==> src/rtl/spm_stream_mult.sv <==
// Handshaked serial-parallel multiplier: x*y streamed out LSB-first through a
// WIDTH-cell carry-save chain, unsigned or two's-complement per operation.

// One carry-save cell: full adder of the partial product with the stored sum
// and carry bits of this lane. 'inv' complements the partial product. The top
// lane uses it in signed mode to turn the negative-weight x MSB term into a
// non-negative one.
module spm_csa_cell (
    input  logic x_bit,
    input  logic b,
    input  logic inv,
    input  logic s_in,
    input  logic c_in,
    output logic sum,
    output logic carry
);
    logic pp;

    assign pp    = (x_bit & b) ^ inv;
    assign sum   = pp ^ s_in ^ c_in;
    assign carry = (pp & s_in) | (pp & c_in) | (s_in & c_in);
endmodule

module spm_stream_mult #(
    parameter int WIDTH     = 32,
    parameter bit SIGNED_EN = 1'b1
) (
    input  logic             clk,
    input  logic             rst,
    input  logic             start_valid,
    output logic             start_ready,
    input  logic [WIDTH-1:0] x,
    input  logic [WIDTH-1:0] y,
    input  logic             tc,
    input  logic             abort,
    output logic             p,
    output logic             p_valid,
    output logic             p_last,
    output logic             busy
);
    localparam int CW = $clog2(2 * WIDTH);
    localparam logic [CW-1:0] K_LAST = CW'(2 * WIDTH - 1);

    typedef enum logic {IDLE, RUN} state_t;

    // Latched operation: multiplicand, remaining multiplier bits (y shifted
    // right with sign fill, so bit 0 is always the next bit to feed), mode.
    typedef struct packed {
        logic [WIDTH-1:0] x;
        logic [WIDTH-1:0] y_sh;
        logic             tc;
    } op_t;

    state_t           state, state_nxt;
    op_t              op_q, op_nxt;
    logic [CW-1:0]    k_q, k_nxt;
    logic [WIDTH-1:0] s_q, c_q, s_nxt, c_nxt;
    logic             rdy_q, rdy_nxt;
    logic             p_nxt, pv_nxt, pl_nxt;
    logic             adv;

    logic             tc_in, accept, b, tc_op;
    logic [WIDTH-1:0] x_op, s_cur, c_cur, sum, carry;

    assign tc_in       = SIGNED_EN ? tc : 1'b0;
    assign busy        = (state == RUN);
    // Abort during an operation also vetoes a restart in its last cycle.
    assign start_ready = rdy_q & ~(busy & abort);
    assign accept      = start_valid & start_ready;

    // Product bit k is registered on the edge of accept + k, so bit 0 is
    // computed straight from the port operands on the accept edge, with the
    // csa state taken as cleared. In signed mode the top lane's carry is
    // seeded with 1 on that step: summing the complemented MSB partial
    // products over all 2*WIDTH steps leaves an offset of -2^(WIDTH-1)
    // modulo 2^(2*WIDTH), and this seed cancels it.
    assign x_op  = accept ? x : op_q.x;
    assign tc_op = accept ? tc_in : op_q.tc;
    assign b     = accept ? y[0] : op_q.y_sh[0];
    assign s_cur = accept ? '0 : s_q;
    assign c_cur = accept ? {tc_in, {(WIDTH-1){1'b0}}} : c_q;

    for (genvar i = 0; i < WIDTH; i++) begin : g_cell
        spm_csa_cell u_cell (
            .x_bit (x_op[i]),
            .b     (b),
            .inv   ((i == WIDTH - 1) ? tc_op : 1'b0),
            .s_in  (s_cur[i]),
            .c_in  (c_cur[i]),
            .sum   (sum[i]),
            .carry (carry[i])
        );
    end

    // Next-state, operand latch, csa update and output bit selection.
    always_comb begin
        state_nxt = state;
        op_nxt    = op_q;
        k_nxt     = k_q;
        s_nxt     = s_q;
        c_nxt     = c_q;
        p_nxt     = 1'b0;
        pv_nxt    = 1'b0;
        pl_nxt    = 1'b0;
        adv       = 1'b0;
        case (state)
            IDLE: begin
                if (accept) begin
                    state_nxt   = RUN;
                    k_nxt       = '0;
                    op_nxt.x    = x;
                    op_nxt.y_sh = {tc_in & y[WIDTH-1], y[WIDTH-1:1]};
                    op_nxt.tc   = tc_in;
                    adv         = 1'b1;
                end
            end
            RUN: begin
                if (abort) begin
                    state_nxt = IDLE;
                    k_nxt     = '0;
                    s_nxt     = '0;
                    c_nxt     = '0;
                end else if (accept) begin
                    // Back-to-back restart from the last-bit cycle.
                    k_nxt       = '0;
                    op_nxt.x    = x;
                    op_nxt.y_sh = {tc_in & y[WIDTH-1], y[WIDTH-1:1]};
                    op_nxt.tc   = tc_in;
                    adv         = 1'b1;
                end else if (k_q == K_LAST) begin
                    state_nxt = IDLE;
                    k_nxt     = '0;
                    s_nxt     = '0;
                    c_nxt     = '0;
                end else begin
                    k_nxt       = k_q + CW'(1);
                    op_nxt.y_sh = {op_q.tc & op_q.y_sh[WIDTH-1], op_q.y_sh[WIDTH-1:1]};
                    pl_nxt      = (k_nxt == K_LAST);
                    adv         = 1'b1;
                end
            end
            default: state_nxt = IDLE;
        endcase
        // Shift the csa frame right by one lane and emit lane 0's sum.
        if (adv) begin
            s_nxt  = {1'b0, sum[WIDTH-1:1]};
            c_nxt  = carry;
            p_nxt  = sum[0];
            pv_nxt = 1'b1;
        end
        rdy_nxt = (state_nxt == IDLE) || (k_nxt == K_LAST);
    end

    // State, datapath and registered outputs.
    always_ff @(posedge clk or negedge rst) begin
        if (!rst) begin
            state   <= IDLE;
            op_q    <= '0;
            k_q     <= '0;
            s_q     <= '0;
            c_q     <= '0;
            rdy_q   <= 1'b0;
            p       <= 1'b0;
            p_valid <= 1'b0;
            p_last  <= 1'b0;
        end else begin
            state   <= state_nxt;
            op_q    <= op_nxt;
            k_q     <= k_nxt;
            s_q     <= s_nxt;
            c_q     <= c_nxt;
            rdy_q   <= rdy_nxt;
            p       <= p_nxt;
            p_valid <= pv_nxt;
            p_last  <= pl_nxt;
        end
    end
endmodule

==> config.mk <==
export PLATFORM = sky130hd
export DESIGN_NAME = spm_stream_mult
export DESIGN_NICKNAME = d
export VERILOG_FILES = /design/src/rtl/spm_stream_mult.sv
export SDC_FILE = /design/constraint.sdc
export NUM_CORES = 1
export LEC_CHECK = 0
export ABC_AREA = 1
export ABC_CLOCK_PERIOD_IN_PS = 3570
export CAP_MARGIN = 25
export CORE_MARGIN = 2
export CORE_UTILIZATION = 40
export DETAILED_ROUTE_END_ITERATION = 10
export DONT_BUFFER_PORTS = 1
export SYNTH_ARGS = -nofsm -noshare
export SYNTH_HDL_FRONTEND = slang
export SYNTH_SLANG_ARGS = --single-unit
==> constraint.sdc <==
create_clock -name clk -period 3.57 [get_ports clk]
set_clock_uncertainty 0.15 [all_clocks]
set_input_delay 0.714 -clock clk [delete_from_list [all_inputs] [get_ports clk]]
set_output_delay 0.714 -clock clk [all_outputs]
set_load 0.005 [all_outputs]
* Word-level counts from Yosys, hierarchy flattened
Index checks and enable logic that the tools add are counted.
** Operators by class
- Reduce and logical (&&, ||, !) cells :: 6
- Bitwise logic cells :: 265
- Eq/ne operators :: 7
- Mux-type cells :: 32
- Add/subtract/negate cells :: 1
** Operators with widths (number)
- $mux 32 :: 11
- $and 1x1->1 :: 133
- $mux 65 :: 2
- $pmux 65 s2 :: 1
- $xor 1x1->1 :: 65
- $or 1x1->1 :: 64
- $mux 6 :: 4
- $eq 6x6->1 const B :: 3
- $mux 1 :: 12
- $pmux 6 s2 :: 1
- $add 6x1->6 const B :: 1
- $ne 3x3->1 const B :: 2
- $reduce_and 3->1 :: 2
- $ne 2x2->1 const B :: 2
- $not 1->1 :: 3
- $reduce_bool 3->1 :: 1
- $pmux 1 s2 :: 1
- $reduce_and 2->1 :: 1
- $reduce_bool 2->1 :: 1
- $logic_or 1x1->1 :: 1
** Storage, ports and cells
- Output and inout bits :: 5
- Bits of input ports :: 69
- Register bits after elaboration :: 140
- Word-level logic and storage cells :: 322

* Logic depth before layout (Yosys ltp)
- Depth in word-level cells :: 11
- Depth in mapped cells :: 11
- Depth with buffers taken out :: 10

* Hierarchy
From an unflattened synthesis, not the netlist that was laid out.
** Second synthesis, totals
- Cells, all modules :: 1031
- Area total of the unflattened synthesis :: 8259.2 µm²
** Modules (own cells, without submodules)
- spm_stream_mult :: sequential area each 3453.3 µm², area an instance 6497.5 µm², instances 1, cells each 711
- spm_csa_cell :: sequential area each 0.0 µm², area an instance 55.1 µm², instances 32, cells each 10

* Worst setup path before layout
Ideal clock, no wire load.
- Path kind :: input port to flip-flop
- Start :: in abort
- End :: reg s_q[0]
- Required time :: 3294 ps
- Setup time :: 126 ps
- Arrival :: 2053 ps
- Cell stages on the path :: 10
- Setup slack :: 1241 ps
- Path buffers :: 2
- Cells stage by stage :: nand2_1 -> nand3_2 -> buf_6 -> inv_2 -> nand2_1 -> nand2_1 -> buf_2 -> nand2_1 -> fa_1 -> o21ai_0
** Between the ends
- Cells in the longest elaborated chain, start to end :: 9
- Elaborated cells between the ends (all ways) :: 22
- Classes of those cells :: 1 x eq/ne; 11 x mux; 7 x bitwise; 3 x reduce/logical
** RTL lines
- start, declared :: RTL line 35 : input logic abort,
- $and 1x1->1 :: RTL line 68 : assign start_ready = rdy_q & ~(busy & abort);
- $not 1->1 :: RTL line 68
- $and 1x1->1 :: RTL line 68
- $and 1x1->1 :: RTL line 69 : assign accept = start_valid & start_ready;
- $mux 1 (tied with other cells) :: RTL line 123 : end else if (accept) begin
- $mux 1 or $and 1x1->1 (tied branches) :: RTL line 118, 19
- $pmux 1 s2 or $xor 1x1->1 (tied branches) :: RTL line 106, 20
- $ne 3x3->1 (no line) (tied with other cells)
- $reduce_and 3->1 (no line) or $mux 32 (tied branches)
- end signal, assigned :: RTL line 170 : s_q <= s_nxt;
- end, declared :: RTL line 57 : logic [WIDTH-1:0] s_q, c_q, s_nxt, c_nxt;
Parallel ways exist; a longest one is shown, timed or not. The select of a mux whose other input is x is not followed.
A chain may end at the register's enable or synchronous reset.

==> out/results.ini <==
[synthesis]
netlist_instances=749
yosysSeqAreaShare_pct=49.6
synth_area_leaders=dfrtp_1 50%, nand2_1 17%, fa_1 8.9%
synth_common_cells=323 x nand2_1, 138 x dfrtp_1, 58 x o21ai_1, 48 x inv_1
ys.flop_type=dfrtp_1
ys_ff_latch=138
synth_cell_type_count=27
netlist_area_um2=6960
yosysWarnings=0
synth_area_leader_cell=dfrtp_1
synth-edff-count=0
synth-async-reset-ratio_pct=100
netlist.area_leader.share_pct=49.6
synth_nets=852
avgSynthCellArea_um2=9.29
synth_most_common_cell=nand2_1

[clocking]
cts.reportedPaths.clkPinSlew_ns=0.06
cts_tree=built
clock-sinks=138
cts_buffer_depth=2
cts_setup_buffers=0
cts_made_buffers=17
clockRootBuffer=clkbuf_16
cts_resized=0
insertion_delay_ns=0.41
cts-htree-levels=4

[pwr]
p_leak_nw=3.40
power_density_nw_per_um2=889
peakVddDrop_mv=0.387

[final_layout]
design_area_um2=7650
final_nets=835
drive_gt1_share_pct=14.0
fillers=1677
diodes=0
syn2layout_area_growth_pct=9.94

[floorplan]
die_h_um=136
design.core.area_um2=17200
initial_core_util_pct=40.5
io_pins=74
rows=48
die_w_um=136
die_area_um2=18500

[route]
viasPerCell=4.97
ant_nets=0
wl_per_cell_um=14.3
drc_errors=0
vias=4820
drt_iter0_markers=419
drt_pre_antenna_iters=4
wl_mm=13.9

[worst_setup_path]
reg2reg_from=p_valid
crit_type=flip-flop to flip-flop
ff2ff_path_depth=9
reg2reg_slack_ns=1.06
rr_endpoint=s_q[30]
slowest_delay_ns=0.48
crit_path_cell_trace=nand2_1 -> nand3_4 -> buf_4 -> nor2_1 -> inv_1 -> o21ai_0 -> xor2_1 -> ha_1 -> a22o_1
cpMaxStageDelayCell=buf_4
crit_path_start_kind=flip-flop
critPathLaunch=p_valid
crit_end=s_q[30]
arrival_ns=2.65
cp_max_fo=55
cp-end-kind=flip-flop
critPathRequiredTime_ns=3.71

[placed_design]
dpl.hpwl_mm=8.74
portBuffers=0
routabilityCongestion=0.721
dpl-instance-area_um2=7030

[timing]
grt_setup_unrepaired=no
finalHoldViolCount=138
fmax_mhz=399
worst_pin_slew_ns=0.910
fin_crit_ns=2.51
setup_tns_ns=0
setup_violations=0
slew_viol_final=0
finalCritPeriodShare_pct=70.2
slew_headroom_pct=39.3
whs_ns=-0.152

[global_routing]
grt-ovfl-total=0
grt_first_pass_wirelength_mm=24.4
grt_max_degree=139
gr-usage-all-layers_pct=16.7
first_global_vias=5083
antenna_found_initial=0

[worst_hold_path]
holdCritPathClass=input pin to asynchronous set/reset pin

[outcome]
violations=negative hold slack
status=complete, but fails checks

[flow_run]
drv_cap=0

==> cell type report <==
| class | count | area (µm²) | area share [%] |
|---|---|---|---|
| clock inverter | 12 | 173 | 2.26 |
| multi-input combinational | 515 | 3010 | 39.4 |
| clock buffer | 20 | 447 | 5.84 |
| tap | 225 | 282 | 3.68 |
| timing repair buffer | 9 | 92.6 | 1.21 |
| sequential | 138 | 3450 | 45.1 |
| inverter | 51 | 193 | 2.52 |
==> per-stage QoR <==
stage	hold slack (ns)	std cells	utilization (%)	worst slack (ns)	power [W]
final	-0.152	970	44.6	1.06	0.00680
after global routing	-0.177	970	44.6	0.901	0.00738
after CTS	-0.172	970	44.6	1.05	0.00690
after detailed placement	0.275	938	40.9	0.867	0.00502
after global placement	0.276	938	40.9	0.960	0.00490
after floorplan	0.268	749	-	1.24	0.00463
==> how the worst min path moves through the flow <==
stage                           to  cells past startpoint
after floorplan             c_q[0]                      0
after global placement    op_q[58]                      0
after detailed placement   s_q[25]                      0
after CTS                        p                      0
after global routing       s_q[25]                      0
final                      s_q[25]                      0
==> logic make-up (layout without fill, tap and decap cells) <==
family          Yosys count  count (layout)  synth area share, %
compound gates          127             127                 14.1
xor+xnor                  1               1                0.126
fa+ha+maj                34              34                 9.46
buf+inv                  96              92                 7.21
flops                   138             138                 49.6
simple gates            353             353                 19.5
==> power breakdown <==
part / internal, W / switching (W)
Sequential: 0.00213 / 0.000226
Clock: 0.00118 / 0.000660
Combinational: 0.000872 / 0.00173
==> metal layers <==
layer / vias up / track usage, % / share of wire [%]
met4: 0 / 5.67 / 1.7
li1: 2333 / - / -
met1: 2360 / 21.1 / 45
met5: - / 0 / 0
met2: 110 / 27.3 / 47
met3: 17 / 5.18 / 6.4
==> critical path: cells and delay by family, from the launching register on <==
family	cells	cell delay [ns]
buffers and inverters	2	0.57
flip-flops	1	0.47
AND/OR/NAND/NOR	3	0.38
AO/OA/AOI/OAI	2	0.34
adder cells (fa/ha/maj)	1	0.28
XOR/XNOR	1	0.20
==> sequential cells by signal (all words and copies together), names as in the netlist <==
signal,flops
op_q,65
c_q,32
s_q,31
k_q,6
p,1
p_last,1
p_valid,1
rdy_q,1
==> placed cells by master (no fill, tap or decap) <==
cell          n
a21oi_1       1
a22o_1        2
a31oi_4       1
and2_1        1
buf_12        2
buf_4         7
bufinv_16     4
clkbuf_1      2
clkbuf_16    17
clkbuf_8      1
clkinv_2      4
clkinvlp_4    5
dfrtp_1     138
fa_1         31
ha_1          3
inv_1        48
inv_2         2
nand2_1     323
nand2_2       2
nand3_1       8
nand3_2       1
nand3_4       1
nor2_1       15
nor2_2        1
nor4_1        1
o211ai_1      3
o211ai_2     27
o21ai_0       6
o21ai_1      58
o21ai_2      29
xor2_1        1
Note: power is estimated with default switching activity, not from simulation.
